`src/rtl/alu_core_pkg.sv`:
```
// rtl/alu_core_pkg.sv - shared types and constants for the registered signed ALU
//
// Holds the default operand width, the set-select encoding formed by
// {a_en, b_en}, and the opcode tables for operation sets A, B1 and B2.
package alu_core_pkg;

    localparam int ALU_WIDTH = 5;

    // {a_en, b_en}
    typedef enum logic [1:0] {
        SEL_NONE = 2'b00,
        SEL_B1   = 2'b01,
        SEL_A    = 2'b10,
        SEL_B2   = 2'b11
    } set_sel_e;

    typedef enum logic [2:0] {
        A_ADD     = 3'd0,
        A_SUB     = 3'd1,
        A_XOR     = 3'd2,
        A_AND     = 3'd3,
        A_AND_ALT = 3'd4,
        A_OR      = 3'd5,
        A_XNOR    = 3'd6,
        A_ILLEGAL = 3'd7
    } op_a_e;

    typedef enum logic [1:0] {
        B1_NAND    = 2'd0,
        B1_ADD     = 2'd1,
        B1_ADD_ALT = 2'd2,
        B1_ILLEGAL = 2'd3
    } op_b1_e;

    typedef enum logic [1:0] {
        B2_XOR    = 2'd0,
        B2_XNOR   = 2'd1,
        B2_DEC_A  = 2'd2,
        B2_INC2_B = 2'd3
    } op_b2_e;

endpackage

```
`src/rtl/alu_core_decode.sv`:
```
// rtl/alu_core_decode.sv - combinational opcode decode and compute for alu_core
//
// Ports:
//   a_en, b_en : operation-set select
//   a_op       : opcode for set A
//   b_op       : opcode for sets B1 and B2
//   A, B       : signed WIDTH-bit operands
//   result     : signed WIDTH+1-bit result (0 on illegal operation)
//   err        : illegal-operation indication
module alu_core_decode
    import alu_core_pkg::*;
#(
    parameter int WIDTH = ALU_WIDTH
) (
    input  logic                    a_en,
    input  logic                    b_en,
    input  logic [2:0]              a_op,
    input  logic [1:0]              b_op,
    input  logic signed [WIDTH-1:0] A,
    input  logic signed [WIDTH-1:0] B,
    output logic signed [WIDTH:0]   result,
    output logic                    err
);

    // Every operation, including the bitwise ones, works on the sign-extended
    // values, so the extra MSB of a logic result is the op applied to the signs.
    logic signed [WIDTH:0] ax;
    logic signed [WIDTH:0] bx;

    assign ax = {A[WIDTH-1], A};
    assign bx = {B[WIDTH-1], B};

    always_comb begin
        // Illegal by default; each legal decode clears err.
        result = '0;
        err    = 1'b1;
        case ({a_en, b_en})
            SEL_A: begin
                err = 1'b0;
                case (a_op)
                    A_ADD:     result = ax + bx;
                    A_SUB:     result = ax - bx;
                    A_XOR:     result = ax ^ bx;
                    A_AND:     result = ax & bx;
                    A_AND_ALT: result = ax & bx;
                    A_OR:      result = ax | bx;
                    A_XNOR:    result = ~(ax ^ bx);
                    default: begin
                        result = '0;
                        err    = 1'b1;
                    end
                endcase
            end
            SEL_B1: begin
                err = 1'b0;
                case (b_op)
                    B1_NAND:    result = ~(ax & bx);
                    B1_ADD:     result = ax + bx;
                    B1_ADD_ALT: result = ax + bx;
                    default: begin
                        result = '0;
                        err    = 1'b1;
                    end
                endcase
            end
            SEL_B2: begin
                err = 1'b0;
                case (b_op)
                    B2_XOR:    result = ax ^ bx;
                    B2_XNOR:   result = ~(ax ^ bx);
                    B2_DEC_A:  result = ax - (WIDTH+1)'(1);
                    default:   result = bx + (WIDTH+1)'(2);
                endcase
            end
            default: begin
                result = '0;
                err    = 1'b1;
            end
        endcase
    end

endmodule

```
`src/rtl/alu_core.sv`:
```
// rtl/alu_core.sv - registered parameterised signed ALU with enable-selected operation sets
//
// Ports:
//   clk        : rising-edge clock
//   rst_n      : asynchronous active-low reset, clears C and error_flag
//   ALU_en     : global enable; outputs hold while low
//   a_en, b_en : operation-set select (A, B1, B2)
//   a_op, b_op : opcodes for the selected set
//   A, B       : signed WIDTH-bit operands
//   C          : signed WIDTH+1-bit registered result, one cycle after sampling
//   error_flag : registered illegal-operation flag
module alu_core
    import alu_core_pkg::*;
#(
    parameter int WIDTH = ALU_WIDTH
) (
    input  logic                    clk,
    input  logic                    rst_n,
    input  logic                    ALU_en,
    input  logic                    a_en,
    input  logic                    b_en,
    input  logic [2:0]              a_op,
    input  logic [1:0]              b_op,
    input  logic signed [WIDTH-1:0] A,
    input  logic signed [WIDTH-1:0] B,
    output logic signed [WIDTH:0]   C,
    output logic                    error_flag
);

    logic signed [WIDTH:0] next_C;
    logic                  next_err;

    alu_core_decode #(
        .WIDTH (WIDTH)
    ) u_decode (
        .a_en   (a_en),
        .b_en   (b_en),
        .a_op   (a_op),
        .b_op   (b_op),
        .A      (A),
        .B      (B),
        .result (next_C),
        .err    (next_err)
    );

    always_ff @(posedge clk or negedge rst_n) begin
        if (!rst_n) begin
            C          <= '0;
            error_flag <= 1'b0;
        end else if (ALU_en) begin
            C          <= next_C;
            error_flag <= next_err;
        end
    end

endmodule

```
`config.mk`:
```
export PLATFORM = sky130hd
export DESIGN_NAME = alu_core
export DESIGN_NICKNAME = d
export VERILOG_FILES = /design/src/rtl/alu_core_pkg.sv /design/src/rtl/alu_core_decode.sv /design/src/rtl/alu_core.sv
export SDC_FILE = /design/constraint.sdc
export NUM_CORES = 1
export LEC_CHECK = 0
export CAP_MARGIN = 30
export CORE_ASPECT_RATIO = 0.8
export CORE_MARGIN = 5
export CORE_UTILIZATION = 55
export CTS_CLUSTER_SIZE = 16
export DETAILED_ROUTE_END_ITERATION = 10
export GPL_TIMING_DRIVEN = 0
export PLACE_DENSITY = 0.88
export SKIP_LAST_GASP = 1
export SLEW_MARGIN = 20
export SYNTH_ARGS = -nofsm -noshare
export SYNTH_HDL_FRONTEND = slang
export SYNTH_SLANG_ARGS = --single-unit
```
`constraint.sdc`:
```
create_clock -name clk -period 2.5 [get_ports clk]
set_clock_uncertainty 0.05 [all_clocks]
set_input_delay 0.5 -clock clk [delete_from_list [all_inputs] [get_ports clk]]
set_output_delay 0.5 -clock clk [all_outputs]
set_load 0.02 [all_outputs]
```
==> results of run 1 <==
[metrics by stage]
step                      cell area [um^2]  total power, mW
after floorplan                       1605           0.3707
after global placement                1873           0.4921
after detailed placement              1873           0.4959
after CTS                             1934           0.6612
after global routing                  1948           0.7140
final                                 1948           0.6738
[timing repair]
item / 4_1_cts / 5_1_grt
pin swaps: 2 / 1
setup endpoints to repair: 5 / 3
gates cloned: 0 / 0
gates resized for setup: 12 / 6
[power groups by stage]
stage	clock (mW)	combinational, mW	sequential [mW]
2_1_floorplan	0	0.214	0.157
3_3_place_gp	0	0.354	0.138
3_5_place_dp	0	0.358	0.138
4_1_cts	0.164	0.361	0.136
5_1_grt	0.170	0.404	0.140
6_report	0.163	0.374	0.136
[tightest hold or removal path, delay by kind of cell (launching register included)]
family | cells | cell delay (ps)
AOI/OAI and AO/OA | 1 | 60
DFF | 1 | 360
buffers and inverters | 1 | 50
[synth_stat cells (3+ instances only)]
cell,count
dfrtp_1,7
ha_1,23
a31oi_1,9
nor2b_1,7
nand2_1,17
nor2_1,11
xnor2_1,7
buf_2,7
a21oi_1,13
o21ai_0,12
inv_1,20
nand4_1,3
nor3_1,6
nand2b_1,6
nand3_1,6
a221oi_1,4
mux2i_1,7
a21o_1,4
o22ai_1,4
nor3b_1,3
clkbuf_1,6
[metal layers]
metal | vias up | global-route usage (%)
li1 | 832 | -
met1 | 789 | 31.98
met2 | 131 | 36.13
met3 | 15 | 6.143
met4 | 0 | 5.738
met5 | - | 0
[flip-flops by register name (all words and copies together), names as in the netlist]
name / count
C: 6
error_flag: 1
[worst min-delay path by stage]
| stage | from | endpoint | slack (ps) | depth (start not counted) |
|---|---|---|---|---|
| floorplan | rst_n | C[0] | 150 | 0 |
| global placement | error_flag | error_flag | 460 | 2 |
| detailed placement | error_flag | error_flag | 470 | 2 |
| CTS | error_flag | error_flag | 480 | 2 |
| global route | rst_n | error_flag | 510 | 1 |
| finish | error_flag | error_flag | 470 | 2 |
[logic make-up after synthesis]
group | count (synthesis) | share of synthesized area, %
AOI/OAI and AO/OA | 68 | 28.68
and+or+nand+nor | 65 | 20.34
buffers and inverters | 35 | 9.431
adders and majority gates | 25 | 20.42
xor gates and xnor gates | 9 | 4.911
muxes | 8 | 5.300
DFF | 7 | 10.91
[area by class of cell]
type	count	area [um^2]
Fill cell	227	838.3
Multi-Input combinational cell	175	1306
Sequential cell	7	175.2
Timing Repair Buffer	22	220.2
Tap cell	38	47.55
Inverter	20	75.07
Clock buffer	4	45.04
Buffer	15	78.83
==> qor.yml, run 1 <==
outcome:
  outcome: "complete, no violations"
finish:
  final_common_cell: "ha_1"
  fin_util_pct: 69.91
  syn_to_final_growth_pct: 21.36
  layout_common_cells: "ha_1, inv_1, nand2_1, a21oi_1"
  drive_gt1_share_pct: 8.642
  fin_nets: 289
  num_antenna_cells: 0
  final_cells: 281
synthesis:
  synth_top_area_share_pct: 17.93
  synth.cell_area_um2: 1605
  ys_seq_elements: 7
  syn-instance-count: 217
  syn_avg_cell_area_um2: 7.398
  yosysWarnings: 0
  synthesis.nets: 262
  synthFlopType: "dfrtp_1"
  synth_edf_count: 0
  yosysSeqAreaShare_pct: 10.91
  synth.distinct_cells: 47
  yosysTopAreaCell: "ha_1"
  synth_async_sr_flop_share_pct: 100.0
  synth_area_leaders: "ha_1, dfrtp_1, inv_1"
timing:
  hold_viol_final: 0
  finalSetupViolCount: 0
  rsz0062_at_grt: "true"
  period_share_pct: 97.89
  layout_min_cycle_time_ps: 2447
  max_freq_mhz: 408.6
  timing.final.ws_setup_ps: 52.78
  fin_setup_tns_ps: 0
  holdWs_ps: 469.6
  slew_headroom_pct: 69.91
  worstMarginPinSlew_ps: 451.3
  drv_slew: 0
pwr:
  pwr-share-clk_pct: 24.3
  power.net_switching_uw: 272.3
  combPwrFrac_pct: 55.5
  p_sw_share_pct: 40.41
  p_per_area_nw_per_um2: 345.9
  leakagePower_nw: 0.8892
  power_frac_seq_pct: 20.2
  p_int_uw: 401.6
  ir_worst_vdd_uv: 233.4
setup_path:
  worstReg2RegEnd: "C[5]"
  crit_chain: "dlygate4sd2_1 -> inv_1 -> ha_4 -> a21o_1 -> nand3_1 -> a41o_1 -> o211ai_1 -> a31oi_1 -> or3_1"
  rr_startpoint: "C[5]"
  cp_max_fo: 6
  ff2ff_path_depth: 3
  critPathLaunch: "B[1]"
  slowest_stage: "dlygate4sd2_1"
  critical_path_depth: 9
  r2r_slack_ps: 1430
  cp-start-kind: "input pin"
  cpPeakStageDelay_ps: 380
  crit_path_end_kind: "flop"
  worst-setup-path-type: "input pin to flop"
  path_buf_inv: 2
  endpoint: "C[5]"
  cp.required_ps: 2560
  cp_top_family: "compound AO/OA/AOI/OAI gates"
  arrival_ps: 2500
detailed_routing:
  highest-signal-layer: "met4"
  drtIter0Drc: 308
  wl_met2_um: 2021
  wire_per_inst_um: 16.78
  drt_wl_total_um: 4715
  wl_met1_um: 1974
  met3_length_um: 630
  post_drt_via_cell_ratio: 6.288
  drc_errors: 0
  via_count: 1767
  drt_first_pass_iters: 5
  ant_nets: 0
run:
  drv_cap: 0
die:
  dieArea_um2: 4106
  fp.dieW_um: 70.40
  rows: 17
  initial_core_util_pct: 57.61
  core_area_um2: 2786
  die_h_um: 58.32
  pin_count: 27
clocking:
  postCtsSetupBuffers: 0
  ctsHoldBuffers: 0
  path_clk_slew_ps: 40
  cts_buffers: 3
  htree_levels: 1
  cts_buffer_depth: 2
  clock_latency_ps: 230
  cts_sinks: 7
  cts_root_buf: "clkbuf_8"
  cts_tree: "built"
place:
  dp_hpwl_um: 3631
  place_ws_ps: -490.8
  dpl.cell_count: 277
  gp_congestion: 0.9673
  numPortBuffers: 22
global_route:
  grt_max_degree: 11
  grt_pass1_wl_um: 7679
  overflow: 0
  first_global_vias: 1612
  antenna_found_initial: 0
  grt.total_usage_pct: 23.15
worst_hold_path:
  hold_class: "flop to flop"
No activity file was read; power rests on OpenSTA's default activity.
==> run 2: changes to the inputs <==
--- a/config.mk
+++ b/config.mk
@@ -6,7 +6,6 @@
 export NUM_CORES = 1
 export LEC_CHECK = 0
 export CAP_MARGIN = 30
-export CORE_ASPECT_RATIO = 0.8
 export CORE_MARGIN = 5
 export CORE_UTILIZATION = 55
 export CTS_CLUSTER_SIZE = 16
==> run 2 against run 1 <==
Compared with the run above: die area down 0.16%; worst hold slack worse by 14 ps; sequential power hardly changed; core utilization down 0.77 points; cell area shrank 1.3%; critical path type unchanged.
==> qor.yml, run 2 (synthesis gave the netlist of run 1 again) <==
outcome:
  outcome: "complete, no violations"
setup_path:
  arrival_ps: 2510  # about the same
  cpPeakStageDelay_ps: 390  # about the same
  slowest_stage: "dlygate4sd2_1"
  crit_path_end_kind: "flop"
  cp.required_ps: 2570  # about the same
  cp_max_fo: 6  # unchanged
  cp-start-kind: "input pin"
  crit_chain: "dlygate4sd2_1 -> inv_1 -> ha_4 -> a21o_1 -> nand3_1 -> a41o_1 -> o211ai_1 -> a31oi_1 -> or3_1"
  worst-setup-path-type: "input pin to flop"
die:
  die_h_um: 64.03  # +9.8%
  fp.dieW_um: 64.03  # -9.1%
  dieArea_um2: 4099  # -0.16%
  initial_core_util_pct: 57.71  # +0.10 points
  pin_count: 27  # unchanged
  rows: 19  # +2
  core_area_um2: 2781  # -0.18%
detailed_routing:
  drtIter0Drc: 152  # -51%
  drc_errors: 0  # unchanged
  ant_nets: 0  # unchanged
  wire_per_inst_um: 16.02  # -4.5%
  drt_first_pass_iters: 5  # unchanged
  drt_wl_total_um: 4389  # -6.9%
  via_count: 1745  # -1.2%
  post_drt_via_cell_ratio: 6.369  # +1.3%
clocking:
  clock_latency_ps: 240  # about the same
  cts_sinks: 7  # unchanged
  htree_levels: 1  # unchanged
  cts_buffer_depth: 2  # unchanged
  cts_tree: "built"
  ctsHoldBuffers: 0  # unchanged
  path_clk_slew_ps: 50  # about the same
  cts_root_buf: "clkbuf_4"
  cts_buffers: 3  # unchanged
  postCtsSetupBuffers: 0  # unchanged
timing:
  finalSetupViolCount: 0  # unchanged
  hold_viol_final: 0  # unchanged
  holdWs_ps: 455.2  # -14.40 ps
  max_freq_mhz: 410.0  # +0.34%
  layout_min_cycle_time_ps: 2439  # -8.359 ps
  slew_headroom_pct: 66.01  # -3.9 points
  drv_slew: 0  # unchanged
  worstMarginPinSlew_ps: 509.9  # +58.59 ps
  rsz0062_at_grt: "false"
  period_share_pct: 97.55  # -0.33 points
  fin_setup_tns_ps: 0  # unchanged
  timing.final.ws_setup_ps: 61.14  # +8.359 ps
finish:
  final_common_cell: "ha_1"
  design_area_um2: 1923  # -1.3%
  num_antenna_cells: 0  # unchanged
  top_regs: "C x6, error_flag x1"
  fin_nets: 289  # unchanged
  top_register: "C"
  syn_to_final_growth_pct: 19.80
  drive_gt1_share_pct: 8.642  # unchanged
  fin_util_pct: 69.14  # -0.77 points
  layout_common_cells: "ha_1, inv_1, nand2_1, a21oi_1"
  final_cells: 274  # -2.5%
  largest_register_ffs: 6  # unchanged
place:
  place_ws_ps: -502.6  # -11.82 ps
  gp_congestion: 0.9060  # -6.3%
  dpl.cell_count: 270  # -2.5%
  dpl-instance-area_um2: 1864  # -0.47%
  dp_hpwl_um: 3487  # -4.0%
  numPortBuffers: 22  # unchanged
global_route:
  overflow: 0  # unchanged
  grt_max_degree: 11  # unchanged
  antenna_found_initial: 0  # unchanged
  first_global_vias: 1634  # +1.4%
  grt.total_usage_pct: 21.72  # -1.4 points
  grt_pass1_wl_um: 7438  # -3.1%
run:
  drv_cap: 0  # unchanged
pwr:
  ir_worst_vdd_uv: 278.7  # +19%
  leakagePower_nw: 0.8899  # about the same
  totalPowerFinal_uw: 601.7  # -11%
  p_per_area_nw_per_um2: 312.9  # -9.5%
worst_hold_path:
  hold_class: "input pin to async pin"
## run 2: changes by cell type in the layout (fill, tap and decap cells not counted), sizes merged
cell           previous run  this run
dlymetal6s2s              3         4
clkdlybuf4s15             1         0
## run 2: worst paths after layout
path | startpoint | to | slack, ps | cells past startpoint
max in group asynchronous | rst_n | C[2] | 1720 | 1
setup reg to reg | C[5] | C[5] | 1430 | 3
hold / removal | rst_n | error_flag | 460 | 1
setup / recovery | B[1] | C[5] | 60 | 9
hold reg to reg | error_flag | error_flag | 470 | 2
min in group clk | error_flag | error_flag | 470 | 2
## run 2: cell type report
class / instances / area, um^2
timing repair buffer: 22 / 222.7
fill: 243 / 858.3
multi-input combinational: 175 / 1306
clock buffer: 4 / 26.28
buffer: 15 / 78.83
tap: 31 / 38.79
inverter: 20 / 75.07
sequential: 7 / 175.2
## run 2: worst max-delay path: cells and delay by family
family                     cells  cell delay, ps
buffers and inverters          2             560
adders and majority gates      1             330
AOI/OAI and AO/OA              4             650
and+or+nand+nor                2             470
## run 2: per-layer routing
| layer | GRT usage [%] | vias to the layer above | wire [um] |
|---|---|---|---|
| met1 | 29.87 | 802 | 1911 |
| met2 | 35.18 | 100 | 2010 |
| met4 | 8.052 | 0 | 79 |
| li1 | - | 831 | - |
| met3 | 1.751 | 12 | 387 |
| met5 | 0 | - | 0 |
## run 2: report_power, final
group	internal, mW	switching (mW)	leakage [nW]
Clock	0.0607	0.0381	0.0150
Combinational	0.162	0.205	0.786
Sequential	0.129	0.00749	0.0888
## run 2: timing repair
item,4_1_cts,5_1_grt
setup endpoints to repair,2,4
pin swaps,0,1
gates cloned,0,0
resized for setup,11,6
==> run 3: changes to the inputs <==
--- a/config.mk
+++ b/config.mk
@@ -7,11 +7,11 @@
 export LEC_CHECK = 0
 export CAP_MARGIN = 30
 export CORE_MARGIN = 5
-export CORE_UTILIZATION = 55
+export CORE_UTILIZATION = 30
 export CTS_CLUSTER_SIZE = 16
 export DETAILED_ROUTE_END_ITERATION = 10
 export GPL_TIMING_DRIVEN = 0
-export PLACE_DENSITY = 0.88
+export PLACE_DENSITY = 0.56
 export SKIP_LAST_GASP = 1
 export SLEW_MARGIN = 20
 export SYNTH_ARGS = -nofsm -noshare
==> run 3 against run 2 <==
Compared with the run above: cell count grew 14%; setup slack gained 35 ps; register-to-register slack hardly changed; global-route usage down 8.1 points; clock-buffer cell count did not move; die area is 69% higher; sequential share of layout area decreased by 0.23 points; power up 8.9%; non-clock buffer count fell by 1; worst hold slack better by 17 ps; largest cell class unchanged.
==> qor.yml, run 3 (synthesis gave the netlist of run 1 again) <==
pwr:
  totalPowerFinal_uw: 655.4  # +8.9%
  leakagePower_nw: 0.8859  # -0.45%
  p_per_area_nw_per_um2: 332.1  # +6.2%
  ir_worst_vdd_uv: 158.9  # -43%
worst_hold_path:
  hold_class: "flop to flop"
timing:
  max_freq_mhz: 415.9  # +1.4%
  slew_headroom_pct: 65.87  # -0.13 points
  worstMarginPinSlew_ps: 511.9  # +2.009 ps
  layout_min_cycle_time_ps: 2404  # -34.68 ps
  hold_viol_final: 0  # unchanged
  fin_setup_tns_ps: 0  # unchanged
  rsz0062_at_grt: "true"
  finalSetupViolCount: 0  # unchanged
  drv_slew: 0  # unchanged
  holdWs_ps: 471.9  # +16.75 ps
  period_share_pct: 96.17  # -1.4 points
finish:
  top_regs: "C x6, error_flag x1"
  design_area_um2: 1973  # +2.6%
  largest_register_ffs: 6  # unchanged
  final_common_cell: "ha_1"
  num_antenna_cells: 0  # unchanged
  top_register: "C"
  layout_common_cells: "ha_1, inv_1, nand2_1, a21oi_1"
  drive_gt1_share_pct: 9.091  # +0.45 points
  fillers: 589  # +140%
  seqCellArea_um2: 175.2  # unchanged
  final_cells: 312  # +14%
  syn_to_final_growth_pct: 22.91
  fin_nets: 288  # -0.35%
  multi_input_area_um2: 1296  # -0.77%
setup_path:
  cp-start-kind: "input pin"
  cp_max_fo: 6  # unchanged
  worst-setup-path-type: "input pin to flop"
  cp.required_ps: 2540  # -30 ps
  arrival_ps: 2450  # -60 ps
  crit_path_end_kind: "flop"
clocking:
  cts_buffers: 3  # unchanged
  cts_root_buf: "clkbuf_8"
  cts_sinks: 7  # unchanged
  cts_buffer_depth: 2  # unchanged
  clock_latency_ps: 220  # -20 ps
  ctsHoldBuffers: 0  # unchanged
  cts_tree: "built"
  path_clk_slew_ps: 40  # about the same
  htree_levels: 1  # unchanged
die:
  die_h_um: 83.15  # +30%
  pin_count: 27  # unchanged
  dieArea_um2: 6914  # +69%
  initial_core_util_pct: 31.23  # -26 points
  core_area_um2: 5140  # +85%
  fp.dieW_um: 83.15  # +30%
  rows: 26  # +7
detailed_routing:
  ant_nets: 0  # unchanged
  via_count: 1635  # -6.3%
  drtIter0Drc: 166  # +9.2%
  drt_first_pass_iters: 5  # unchanged
  wire_per_inst_um: 15.32  # -4.3%
  drc_errors: 0  # unchanged
  drt_wl_total_um: 4781  # +8.9%
  post_drt_via_cell_ratio: 5.240  # -18%
place:
  dp_hpwl_um: 3976  # +14%
  dpl-instance-area_um2: 1913  # +2.6%
  gp_congestion: 0.8816  # -2.7%
  numPortBuffers: 22  # unchanged
  dpl.cell_count: 309  # +14%
global_route:
  grt_max_degree: 11  # unchanged
  first_global_vias: 1540  # -5.8%
  antenna_found_initial: 0  # unchanged
  grt_pass1_wl_um: 7838  # +5.4%
  grt.total_usage_pct: 13.64  # -8.1 points
  overflow: 0  # unchanged
outcome:
  outcome: "complete, no violations"
run:
  drv_cap: 0  # unchanged
## run 3: changes by cell type in the layout (fill, tap and decap cells not counted)
cell	previous run	this run
clkbuf_1	7	6
clkbuf_2	0	1
clkbuf_4	4	1
clkbuf_8	0	3
clkdlybuf4s15_1	0	1
clkdlybuf4s15_2	0	1
dlygate4sd2_1	6	4
dlymetal6s2s_1	4	3
ha_2	0	1
ha_4	2	1
inv_1	18	19
inv_2	2	1
## run 3: cell type report
type,count,area share (%)
timing repair buffer,22,11.10
sequential,7,8.878
multi-input combinational,175,65.69
tap,70,4.439
buffer,14,3.805
clock buffer,4,2.283
inverter,20,3.805
## run 3: critical path, cell delays in order
cell             delay (ps)
clkdlybuf4s15_2         280
inv_1                   110
ha_2                    400
a21o_1                  180
nand3_1                  90
a41o_1                  260
o211ai_1                170
a31oi_1                  70
or3_1                   380
## run 3: stage by stage
step                utilization, %  setup WS (ps)
finish                       38.39          95.82
global route                 38.39         -9.423
CTS                          38.34          5.242
detailed placement           37.22         -544.2
global placement             37.22         -533.3
floorplan                        -          317.6
## run 3: what timing repair did
item | in CTS | in global routing
gates resized for setup | 15 | 6
setup endpoints to repair | 4 | 4
setup buffers | 0 | 0
pin swaps | 0 | 0
## run 3: path summary, 6_finish.rpt
kind | slack (ps) | to | cells after the start | startpoint
setup reg to reg | 1430 | C[5] | 3 | C[5]
max in group asynchronous | 1690 | C[2] | 1 | rst_n
hold / removal | 470 | error_flag | 2 | error_flag
min in group asynchronous | 480 | C[3] | 1 | rst_n
setup / recovery | 100 | C[5] | 9 | B[1]
hold reg to reg | 470 | error_flag | 2 | error_flag
## run 3: power breakdown
part	leakage, nW	switching [mW]	internal [mW]
clock	0.0228	0.0439	0.110
combinational	0.774	0.204	0.160
sequential	0.0888	0.00782	0.129
total	0.886	0.256	0.399
## run 3: layer usage
metal / track usage [%] / vias to the layer above / routed length [um]
li1: - / 831 / -
met2: 22.59 / 57 / 2239
met3: 1.188 / 4 / 260
met4: 3.715 / 0 / 36
met5: 0 / - / 0
met1: 18.85 / 743 / 2245
==> variant 1, RTL diff (settings of run 2) <==
The package constant `ALU_WIDTH` goes from 5 to 6.
--- a/src/rtl/alu_core_pkg.sv
+++ b/src/rtl/alu_core_pkg.sv
@@ -5,5 +5,5 @@
 package alu_core_pkg;
 
-    localparam int ALU_WIDTH = 5;
+    localparam int ALU_WIDTH = 6;
 
     // {a_en, b_en}
Ports: changed (resized A, B and C); port bits go from 27 to 30. The function was not compared with the original's and may differ.
==> variant 1 against run 2 <==
Maximum frequency barely moved; register-to-register slack got worse by 90 ps; routed wire length rose by 20%; setup slack barely moved; core utilization fell by 0.19 points; critical path depth rose by 1; power rose by 18%; largest cell class unchanged; sequential share of layout area fell by 0.54 points; final area rose by 22%; area after synthesis rose by 21%; sequential cell count rose by 1.
==> variant 1: results (changes against run 2) <==
metric;value;unit;change
synth_nets;304;;was 262
r2r_cells;5;;was 3
holdPathEnd;error_flag;;
drive_gt1_share;13.0;%;was 8.64%
globalRouteMet1Util;27.9;%;was 29.9%
synth_fa_ha_area_share;18.8;%;was 20.4%
wire_per_inst;16.0;um;about the same
wl_met3;495;um;was 387 um
switching_share;42.3;%;was 41.7%
cellLeakagePower;1.03;nW;was 0.890 nW
use_met2;35.7;%;was 35.2%
grt_pass1_wl;8780;um;was 7440 um
cts.sinks;8;;was 7
routed_wl;5280;um;was 4390 um
synth_xor_area_share;5.86;%;was 4.91%
cp_data_arrival_time;2490;ps;was 2510 ps
hpwl;4320;um;was 3490 um
clkTransAtPathRegs;50;ps;about the same
use_met3;3.62;%;was 1.75%
grt_usage;21.5;%;was 21.7%
min_path_type;reg2reg;;was in2async
grt_pass1_vias;1913;;was 1634
dpl.cell_count;328;;was 270
route.met2.wl;2470;um;was 2010 um
drt-pass1-iter-count;6;;was 5
topRoutingLayerUsed;met4;;unchanged
placed_area;0.00228;mm^2;was 0.00186 mm^2
reg_top3;C x7, error_flag x1;;was C x6, error_flag x1
port_buffers;28;;was 22
status;finished clean;;unchanged
synth.area.mux_share;2.71;%;was 5.30%
routabilityCongestion;0.946;;was 0.906
slew_headroom;70.8;%;was 66.0%
timing.fmax;0.410;GHz;about the same
grt-busiest-layer;met2;;unchanged
pre_cts_ws;-454;ps;was -503 ps
r2r_setup_slack;1340;ps;was 1430 ps
yosys_warnings;0;;unchanged
whs;469;ps;was 455 ps
synth-compound-area-share;31.2;%;was 28.7%
fin_nets;336;;was 289
ys_top_cells_by_area;ha_1 17%, dfrtp_1 10%, nand2_1 4.8%, inv_1 4.4%, a21oi_1 4.4%;;was ha_1 18%, dfrtp_1 11%, inv_1 4.7%, mux2i_1 4.4%, a21oi_1 4.1%
crit_path_end;C[4];;was C[5]
vdd_drop_max;0.111;mV;was 0.279 mV
fillers;285;;was 243
drtIter0Drc;166;;was 152
synthTopCellsByCount;26 x ha_1, 25 x nand2_1, 23 x inv_1, 17 x a21oi_1, 13 x o21ai_0;;was 23 x ha_1, 20 x inv_1, 17 x nand2_1, 13 x a21oi_1, 12 x o21ai_0
synth_seq_area_share;10.3;%;was 10.9%
m1WireLength;2200;um;was 1910 um
syn_inst;254;;was 217
ys_types;59;;was 47
crit_fanout;10;;was 6
setup.worst_path.start;B[2];;was B[1]
cts-resized-gates;7;;was 11
root_buffer;clkbuf_4;;unchanged
drt-vias-per-instance;6.14;;was 6.37
==> variant 1: power groups by stage <==
stage                     clock network (mW)  registers [mW]  logic (mW)
after floorplan                            0           0.178       0.282
after global placement                     0           0.157       0.443
after detailed placement                   0           0.158       0.450
after CTS                             0.0957           0.156       0.451
after global routing                   0.104           0.159       0.504
final                                 0.0925           0.156       0.464
==> variant 1: worst max-delay path, stage by stage <==
cell and delay (ps):
clkdlybuf4s50_1 520, inv_1 80, ha_1 280, buf_6 150, a211oi_4 260, nor2_4 60
xnor2_1 130, o221ai_1 120, a21oi_1 220, o221ai_1 160
==> variant 1: area by class of cell <==
cell class / count / area, um^2 / area share (%)
multi-input combinational: 207 / 1580 / 67.6
tap: 46 / 57.6 / 2.46
timing repair buffer: 28 / 283 / 12.1
inverter: 23 / 86.3 / 3.69
clock buffer: 3 / 22.5 / 0.964
buffer: 15 / 108 / 4.60
sequential: 8 / 200 / 8.57
==> variant 2, RTL diff (flow settings as in run 2) <==
Without the edit above. Put one more register stage on the output `C`, without a reset. The value now appears one clock later. The other outputs are not delayed to match. Comments in the files are not updated.
--- a/src/rtl/alu_core.sv
+++ b/src/rtl/alu_core.sv
@@ -28,4 +28,6 @@
 );
 
+    logic signed [WIDTH:0] C_s0;
+
     logic signed [WIDTH:0] next_C;
     logic                  next_err;
@@ -46,12 +48,16 @@
     always_ff @(posedge clk or negedge rst_n) begin
         if (!rst_n) begin
-            C          <= '0;
+            C_s0       <= '0;
             error_flag <= 1'b0;
         end else if (ALU_en) begin
-            C          <= next_C;
+            C_s0       <= next_C;
             error_flag <= next_err;
         end
     end
 
+    always_ff @(posedge clk) begin
+        C <= C_s0;
+    end
+
 endmodule
 
Check against the original RTL: not equivalent (Yosys sat finds a counterexample within 4 cycles, from zero or initial values and one cycle with rst_n low).
==> variant 2 against run 2 <==
Final cell count up 1.5%; final area up 5.7%; area after synthesis up 6.1%; setup slack worse by 38 ps; non-clock buffer count down 1; power up 23%; global-route usage up 1.2 points; sequential cell count up 6; maximum frequency down 1.6%; routed wire length up 3.6%; critical endpoint is now C_s0[5].
==> variant 2: results (changes against run 2) <==
metric;value;unit;change
worst_skew_pair.late_latency;270;ps;was 240 ps
status;finished clean;;unchanged
multi_input_cells;168;;was 175
ys_types;46;;was 47
cts-resized-gates;13;;was 11
crit_path_end;C_s0[5];;was C[5]
fin_nets;291;;was 289
use_met2;37.9;%;was 35.2%
routed_wl;4550;um;was 4390 um
critical_path.top_delay_family;buffers and inverters;;was compound AO/OA/AOI/OAI gates
cp_data_arrival_time;2580;ps;was 2510 ps
hpwl;3650;um;was 3490 um
seqCellArea;295;um^2;was 175 um^2
crit_fanout;10;;was 6
use_met3;3.42;%;was 1.75%
synth_seq_area_share;17.3;%;was 10.9%
critPathSlowestCell;clkdlybuf4s50_1;;was dlygate4sd2_1
slowest_delay;520;ps;was 390 ps
buffer_area_share;14.0;%;was 15.7%
reg_top3;C x6, C_s0 x6, error_flag x1;;was C x6, error_flag x1
vdd_drop_max;0.209;mV;was 0.279 mV
max_slew.worst_pin.slew;509;ps;was 510 ps
n_sequential_cell;13;;was 7
reg2reg_from;C_s0[5];;was C[5]
fillers;277;;was 243
==> variant 2: cell count changes after synthesis, sizes merged, moves of 3 or more <==
cell and change:
a31oi -5, a21oi -4, o21ai +3, inv +4, mux2i +3, dfxtp +6
nand2 -4
==> variant 2: stage by stage <==
| step | worst slack, ps | cell area, um^2 | instances | TNS, ps | power, mW |
|---|---|---|---|---|---|
| 6_report | 22.7 | 2030 | 278 | 0 | 0.737 |
| 5_1_grt | -43.8 | 2030 | 278 | -43.8 | 0.797 |
| 4_1_cts | -52.6 | 2020 | 279 | -52.6 | 0.730 |
| 3_5_place_dp | -529 | 1980 | 275 | -2130 | 0.608 |
| 3_3_place_gp | -524 | 1980 | 275 | -1960 | 0.602 |
| 2_1_floorplan | 246 | 1700 | 218 | 0 | 0.481 |
==> variant 2: cell families after synthesis <==
group | share of synthesized area [%]
and+or+nand+nor | 16.9
muxes | 6.54
xor gates and xnor gates | 4.63
adders and majority gates | 19.3
DFF | 17.3
AOI/OAI and AO/OA | 26.7
buffers and inverters | 8.60
